$ cat src/rtl/flash_store_pkg.sv
// Shared definitions for the flash-side credential record store.
package flash_store_pkg;

    localparam int DATA_W_DEF = 256;
    localparam int ADDR_W_DEF = 4;
    localparam int DEPTH_DEF  = 16;

    typedef enum logic [1:0] {
        S_INIT  = 2'd0,
        S_IDLE  = 2'd1,
        S_ERASE = 2'd2
    } state_t;

endpackage

$ cat src/rtl/valid_hwm_enc.sv
// Priority encoder: highest set bit of the valid bitmap, plus an all-clear flag.
module valid_hwm_enc #(
    parameter int DEPTH  = 16,
    parameter int ADDR_W = 4
) (
    input  logic [DEPTH-1:0]  i_valid,
    output logic [ADDR_W-1:0] o_max_address,
    output logic              o_empty
);

    always_comb begin
        o_max_address = '0;
        for (int unsigned i = 0; i < DEPTH; i++) begin
            if (i_valid[i]) begin
                o_max_address = ADDR_W'(i);
            end
        end
    end

    assign o_empty = ~|i_valid;

endmodule

$ cat src/rtl/flash_store.sv
// Record store answering the vault initiator: 1-cycle reads, high-water mark,
// power-up clear and bulk-erase sweep, sticky dropped-write flag.
module flash_store
    import flash_store_pkg::*;
#(
    parameter int DATA_W = DATA_W_DEF,
    parameter int ADDR_W = ADDR_W_DEF,
    parameter int DEPTH  = DEPTH_DEF
) (
    input  logic              clk,
    input  logic              rst,
    input  logic [ADDR_W-1:0] add_flash,
    input  logic              flash_write,
    input  logic [DATA_W-1:0] write_data_flash,
    input  logic              erase_all,
    input  logic              err_clr,
    output logic [DATA_W-1:0] data_flash,
    output logic [ADDR_W-1:0] max_address,
    output logic              flash_empty,
    output logic              flash_busy,
    output logic              wr_err
);

    state_t             r_state;
    state_t             w_next;
    logic [ADDR_W-1:0]  r_cnt;
    logic [DEPTH-1:0]   r_valid;
    logic [DATA_W-1:0]  r_data;
    logic               r_err;
    logic [DATA_W-1:0]  r_mem [DEPTH];

    logic               w_busy;
    logic               w_addr_ok;
    logic               w_wr_ok;
    logic               w_sweep_last;

    assign w_busy       = (r_state != S_IDLE);
    assign w_addr_ok    = (32'(add_flash) < 32'(DEPTH));
    assign w_wr_ok      = flash_write & ~w_busy & w_addr_ok;
    assign w_sweep_last = (r_cnt == ADDR_W'(DEPTH - 1));

    always_ff @(posedge clk or posedge rst) begin
        if (rst) begin
            r_state <= S_INIT;
        end else begin
            r_state <= w_next;
        end
    end

    always_comb begin
        w_next = r_state;
        case (r_state)
            S_INIT, S_ERASE: if (w_sweep_last) w_next = S_IDLE;
            S_IDLE:          if (erase_all)    w_next = S_ERASE;
            default:         w_next = S_INIT;
        endcase
    end

    always_ff @(posedge clk or posedge rst) begin
        if (rst) begin
            r_cnt <= '0;
        end else if (w_busy) begin
            r_cnt <= w_sweep_last ? '0 : r_cnt + 1'b1;
        end
    end

    always_ff @(posedge clk or posedge rst) begin
        if (rst) begin
            r_valid <= '0;
        end else if (w_busy) begin
            r_valid[r_cnt] <= 1'b0;
        end else if (w_wr_ok) begin
            r_valid[add_flash] <= 1'b1;
        end
    end

    // Storage has no reset; the INIT sweep zeroes it before it can be read.
    always_ff @(posedge clk) begin
        if (w_busy) begin
            r_mem[r_cnt] <= '0;
        end else if (w_wr_ok) begin
            r_mem[add_flash] <= write_data_flash;
        end
    end

    // Write-first: a write in IDLE is returned on the same read port.
    always_ff @(posedge clk or posedge rst) begin
        if (rst) begin
            r_data <= '0;
        end else if (w_busy || !w_addr_ok) begin
            r_data <= '0;
        end else if (flash_write) begin
            r_data <= write_data_flash;
        end else begin
            r_data <= r_mem[add_flash];
        end
    end

    always_ff @(posedge clk or posedge rst) begin
        if (rst) begin
            r_err <= 1'b0;
        end else if (flash_write && (w_busy || !w_addr_ok)) begin
            r_err <= 1'b1;
        end else if (err_clr) begin
            r_err <= 1'b0;
        end
    end

    valid_hwm_enc #(
        .DEPTH  (DEPTH),
        .ADDR_W (ADDR_W)
    ) u_hwm (
        .i_valid       (r_valid),
        .o_max_address (max_address),
        .o_empty       (flash_empty)
    );

    assign data_flash = r_data;
    assign flash_busy = w_busy;
    assign wr_err     = r_err;

endmodule

$ cat config.mk
export PLATFORM = sky130hd
export DESIGN_NAME = flash_store
export DESIGN_NICKNAME = d
export VERILOG_FILES = /design/src/rtl/flash_store_pkg.sv /design/src/rtl/valid_hwm_enc.sv /design/src/rtl/flash_store.sv
export SDC_FILE = /design/constraint.sdc
export NUM_CORES = 2
export LEC_CHECK = 0
export CAP_MARGIN = 20
export CORE_UTILIZATION = 55
export DETAILED_ROUTE_END_ITERATION = 6
export GPL_ROUTABILITY_DRIVEN = 0
export PLACE_DENSITY_LB_ADDON = 0.3
export SYNTH_ARGS = -nofsm -noshare
export SYNTH_HDL_FRONTEND = slang
export SYNTH_SLANG_ARGS = --single-unit
$ cat constraint.sdc
create_clock -name clk -period 14.5 [get_ports clk]
set_clock_uncertainty 0.2 [all_clocks]
set_input_delay 2.9 -clock clk [delete_from_list [all_inputs] [get_ports clk]]
set_output_delay 2.9 -clock clk [all_outputs]
set_load 0.02 [all_outputs]
==> summary.md <==
| Metric | Value |
|---|---|
| Outcome | `complete, but fails checks` |
| Failing checks | `design-rule violations` |
| # IOs | `528` |
| Worst setup margin | `7380 ps` |
| CTS tree | `done` |
| Reg2Reg Setup Slack | `a little over 8000 ps` |
| Yosys top cell by area | `edfxtp_1` |
| DR vias | `approximately 80000` |
| Final HPWL DP | `194000 um` |
| Net Switching | `0.00847 W` |
| Die W | `approximately 550 um` |
| Critical path fanouts, max | `79` |
| Sum of negative setup slack | `0 ps` |
| Gates resized, CTS repair | `0` |
| Final period utilization | `0.491` |
| Hold path start | `r_state[0]` |
| Synth warnings | `0` |
| Post-synth top area share | `0.748` |
| DRC Markers | `21` |
| Syn Nets | `approximately 7500` |
| Port Buf Inserts | `527` |
| Final Power | `between 0.03 and 0.04 W` |
| RSZ-0062 raised after global routing | `false` |
| Worst-margin pin slew | `1200 ps` |
| Cell-internal power | `roughly 0.024 W` |
| CP Launch Type | `input port` |
| Fin util | `0.635` |
| Mapped Area | `~0.16 mm^2` |
| Worst Hold Path EP | `r_state[0]` |
| EDFF count, synth | `around 4100` |
| Arrival time at the worst endpoint | `about 7500 ps` |
| Fill count | `19200` |
| Tot GR Track Use | `0.263` |
| P_leak | `about 64 nW` |
| # Post-CTS Setup Buffers | `0` |
| CTS H-tree lvls | `5` |
| Final Hold Viols | `0` |
| Placeable core area | `~0.3 mm^2` |
| Worst r2r src | `r_state[1]` |
| First-pass GRT wire length | `around 570000 um` |
| Worst Hold Class | `reg2reg` |
| Initial antenna violation count | `20` |
| Total gr overflow | `0` |
| Critical path type | `in2reg` |
| Worst-skew pair later-pin latency | `between 900 and 1000 ps` |
| Dpl cells | `approximately 11000` |
| Reg clk slew, reported paths | `~60 ps` |
| Starting Density | `0.553` |
| Height of the die | `about 550 um` |
| Ratio of cells with drive above 1 in the final layout | `0.221` |
| Num Clock Sinks | `approximately 4400` |
| Peak VDD IR | `~0.00014 V` |
| Distinct cell type count of the synthesized netlist | `43` |
| Vias/cell | `between 6 and 7` |
| Avg WL per Cell | `between 30 and 40 um` |
| CTS buffer count | `427` |
| Largest net degree at the start of global routing | `approximately 140` |
| Switch share | `0.258` |
| Area grow syn2layout | `14.7%` |
| Detail Route Antenna Nets | `0` |
| DIE AREA | `0.301 mm^2` |
| Highest clock rate | `140 MHz` |
| Comb power frac | `0.140` |
| Avg Cell Area, Syn | `22.7 um^2` |
| Total detailed-routing wirelength | `395000 um` |
| Clock share of power | `0.343` |
| Sequential share of power | `0.517` |
| Worst-case reg-to-reg path depth | `8` |
| Area contributors post-synth | `edfxtp_1 (75%), mux4_2 (14%), dfrtp_1 (4.2%)` |
| Minimum clock period | `a little over 7000 ps` |
| Post-synth ARST share | `0.0638` |
| CTS root buffer | `clkbuf_16` |
| Max_slew headroom | `0.203` |
| Hold_buf cts | `0` |
| Hold Path Depth | `1` |
| Seq/Total Area, Yosys | `0.791` |
| Number of global-route vias before repair | `81500` |
| Longest Clk Path Bufs | `4` |
| Post-synth top flop | `edfxtp_1` |
| Max-cap viol count | `0` |
| Pwr Density | `174 mW/mm^2` |
| Worst setup EP type | `flop` |
| Synth Register Bits | `roughly 4400` |
| RR Endpoint | `r_mem[4][98]` |
| First-pass detailed-route iteration total | `7` |
| DR iter-0 viols | `roughly 8900` |
| Fin cells | `12200` |
| Slew Viols, Final | `0` |
| Worst EP required | `around 15000 ps` |
| # setup viols final | `0` |
| Worst slack, placed | `6310 ps` |
| Rows | `200` |
| Layout Nets | `about 8200` |
| Syn Inst Count | `7228` |
==> cell usage after synthesis, drive strengths merged, types with 2 or more instances <==
cell	instances
mux2i	256
a21oi	263
nand2	221
nor2	31
buf	242
dfrtp	279
mux4	1024
a21o	50
and3	257
nand2b	3
nand3	15
a32oi	4
nor3	6
nor4	4
o21ai	63
edfxtp	4096
inv	9
clkbuf	164
nor2b	3
ha	4
o211ai	206
a22o	12
nor3b	2
o31ai	2
==> flip-flops by register name (all words and copies together), names as in the netlist <==
signal	flops
r_mem	4096
wr_err	1
r_state	2
data_flash	256
r_valid	16
r_cnt	4
==> layout by cell type, fill, tap and decap left out, types with 5 or more instances in the layout <==
cell type,synthesis,routed
a21o_1,50,50
a21oi_1,263,263
a22o_1,12,12
and3_1,257,256
buf_12,0,27
buf_4,59,119
bufinv_16,0,40
clkbuf_1,164,110
clkbuf_16,0,428
clkbuf_8,0,66
clkdlybuf4s50_1,0,523
clkinv_1,0,60
clkinv_16,0,10
clkinv_2,0,60
clkinvlp_4,0,8
dfrtp_1,279,279
diode_2,0,8
edfxtp_1,4096,4096
inv_1,8,7
inv_16,0,5
inv_6,0,10
mux2i_1,256,256
mux4_2,1024,1024
nand2_1,221,221
nand3_1,15,15
nor2_1,30,14
nor2_4,0,16
nor3_1,5,5
o211ai_1,206,206
o21ai_0,13,13
o21ai_1,50,50
==> cells by family (layout without fill, tap and decap cells) <==
group / Yosys count / in the layout / synth area share
compound gates: 606 / 606 / 0.0228
xor+xnor: 1 / 1 / 0.0000533
fa+ha+maj: 4 / 4 / 0.000305
buf+inv: 415 / 1487 / 0.0130
flops: 4375 / 4375 / 0.791
mux: 1280 / 1280 / 0.156
other cells: 0 / 8 / 0
simple gates: 547 / 547 / 0.0170
==> final cells by class <==
type                       instances  area, um^2  area share
timing repair buffer             675        6800      0.0361
clock inverter                   199        2350      0.0125
clock buffer                     604       12000      0.0638
tap                             3939        4930      0.0261
antenna                            8        20.0    0.000106
multi-input combinational       2438       32400       0.172
inverter                           9        41.3    0.000219
sequential                      4375      130000       0.690
==> per-stage QoR <==
stage                     hold WS [ps]  instance area [um^2]
final                              272                189000
after global routing               294                188000
after CTS                          269                188000
after detailed placement           265                174000
after global placement             256                174000
after floorplan                    229                164000
==> power groups by stage <==
stage / Sequential [W] / Combinational [W] / Clock [W]
2_1_floorplan: 0.0180 / 0.00242 / 0
3_3_place_gp: 0.0170 / 0.00457 / 0
3_5_place_dp: 0.0172 / 0.00462 / 0
4_1_cts: 0.0170 / 0.00464 / 0.0114
5_1_grt: 0.0171 / 0.00480 / 0.0118
6_report: 0.0170 / 0.00460 / 0.0112
==> how the worst max path moves through the flow <==
stage / from / endpoint / cells past startpoint
2_1_floorplan: add_flash[0] / r_mem[10][0] / 8
3_3_place_gp: add_flash[0] / data_flash[31] / 9
3_5_place_dp: add_flash[0] / data_flash[31] / 9
4_1_cts: add_flash[0] / data_flash[18] / 9
5_1_grt: add_flash[0] / data_flash[58] / 9
6_report: add_flash[1] / r_mem[2][87] / 8
==> routing by layer <==
| layer | up-vias | share of wire | GRT usage |
|---|---|---|---|
| li1 | 31800 | - | - |
| met1 | 42300 | 0.38 | 0.363 |
| met2 | 4021 | 0.51 | 0.438 |
| met3 | 685 | 0.083 | 0.0389 |
| met4 | 16 | 0.031 | 0.0822 |
| met5 | - | 0.00025 | 0 |
==> worst max-delay path: stages <==
cell and delay, ps:
buf_8 470, buf_4 520, nand2b_1 180, nor2_1 170, a32oi_1 260, nor2_4 940, buf_4 840, buf_4 850
Power figures use the tool's default switching activity.
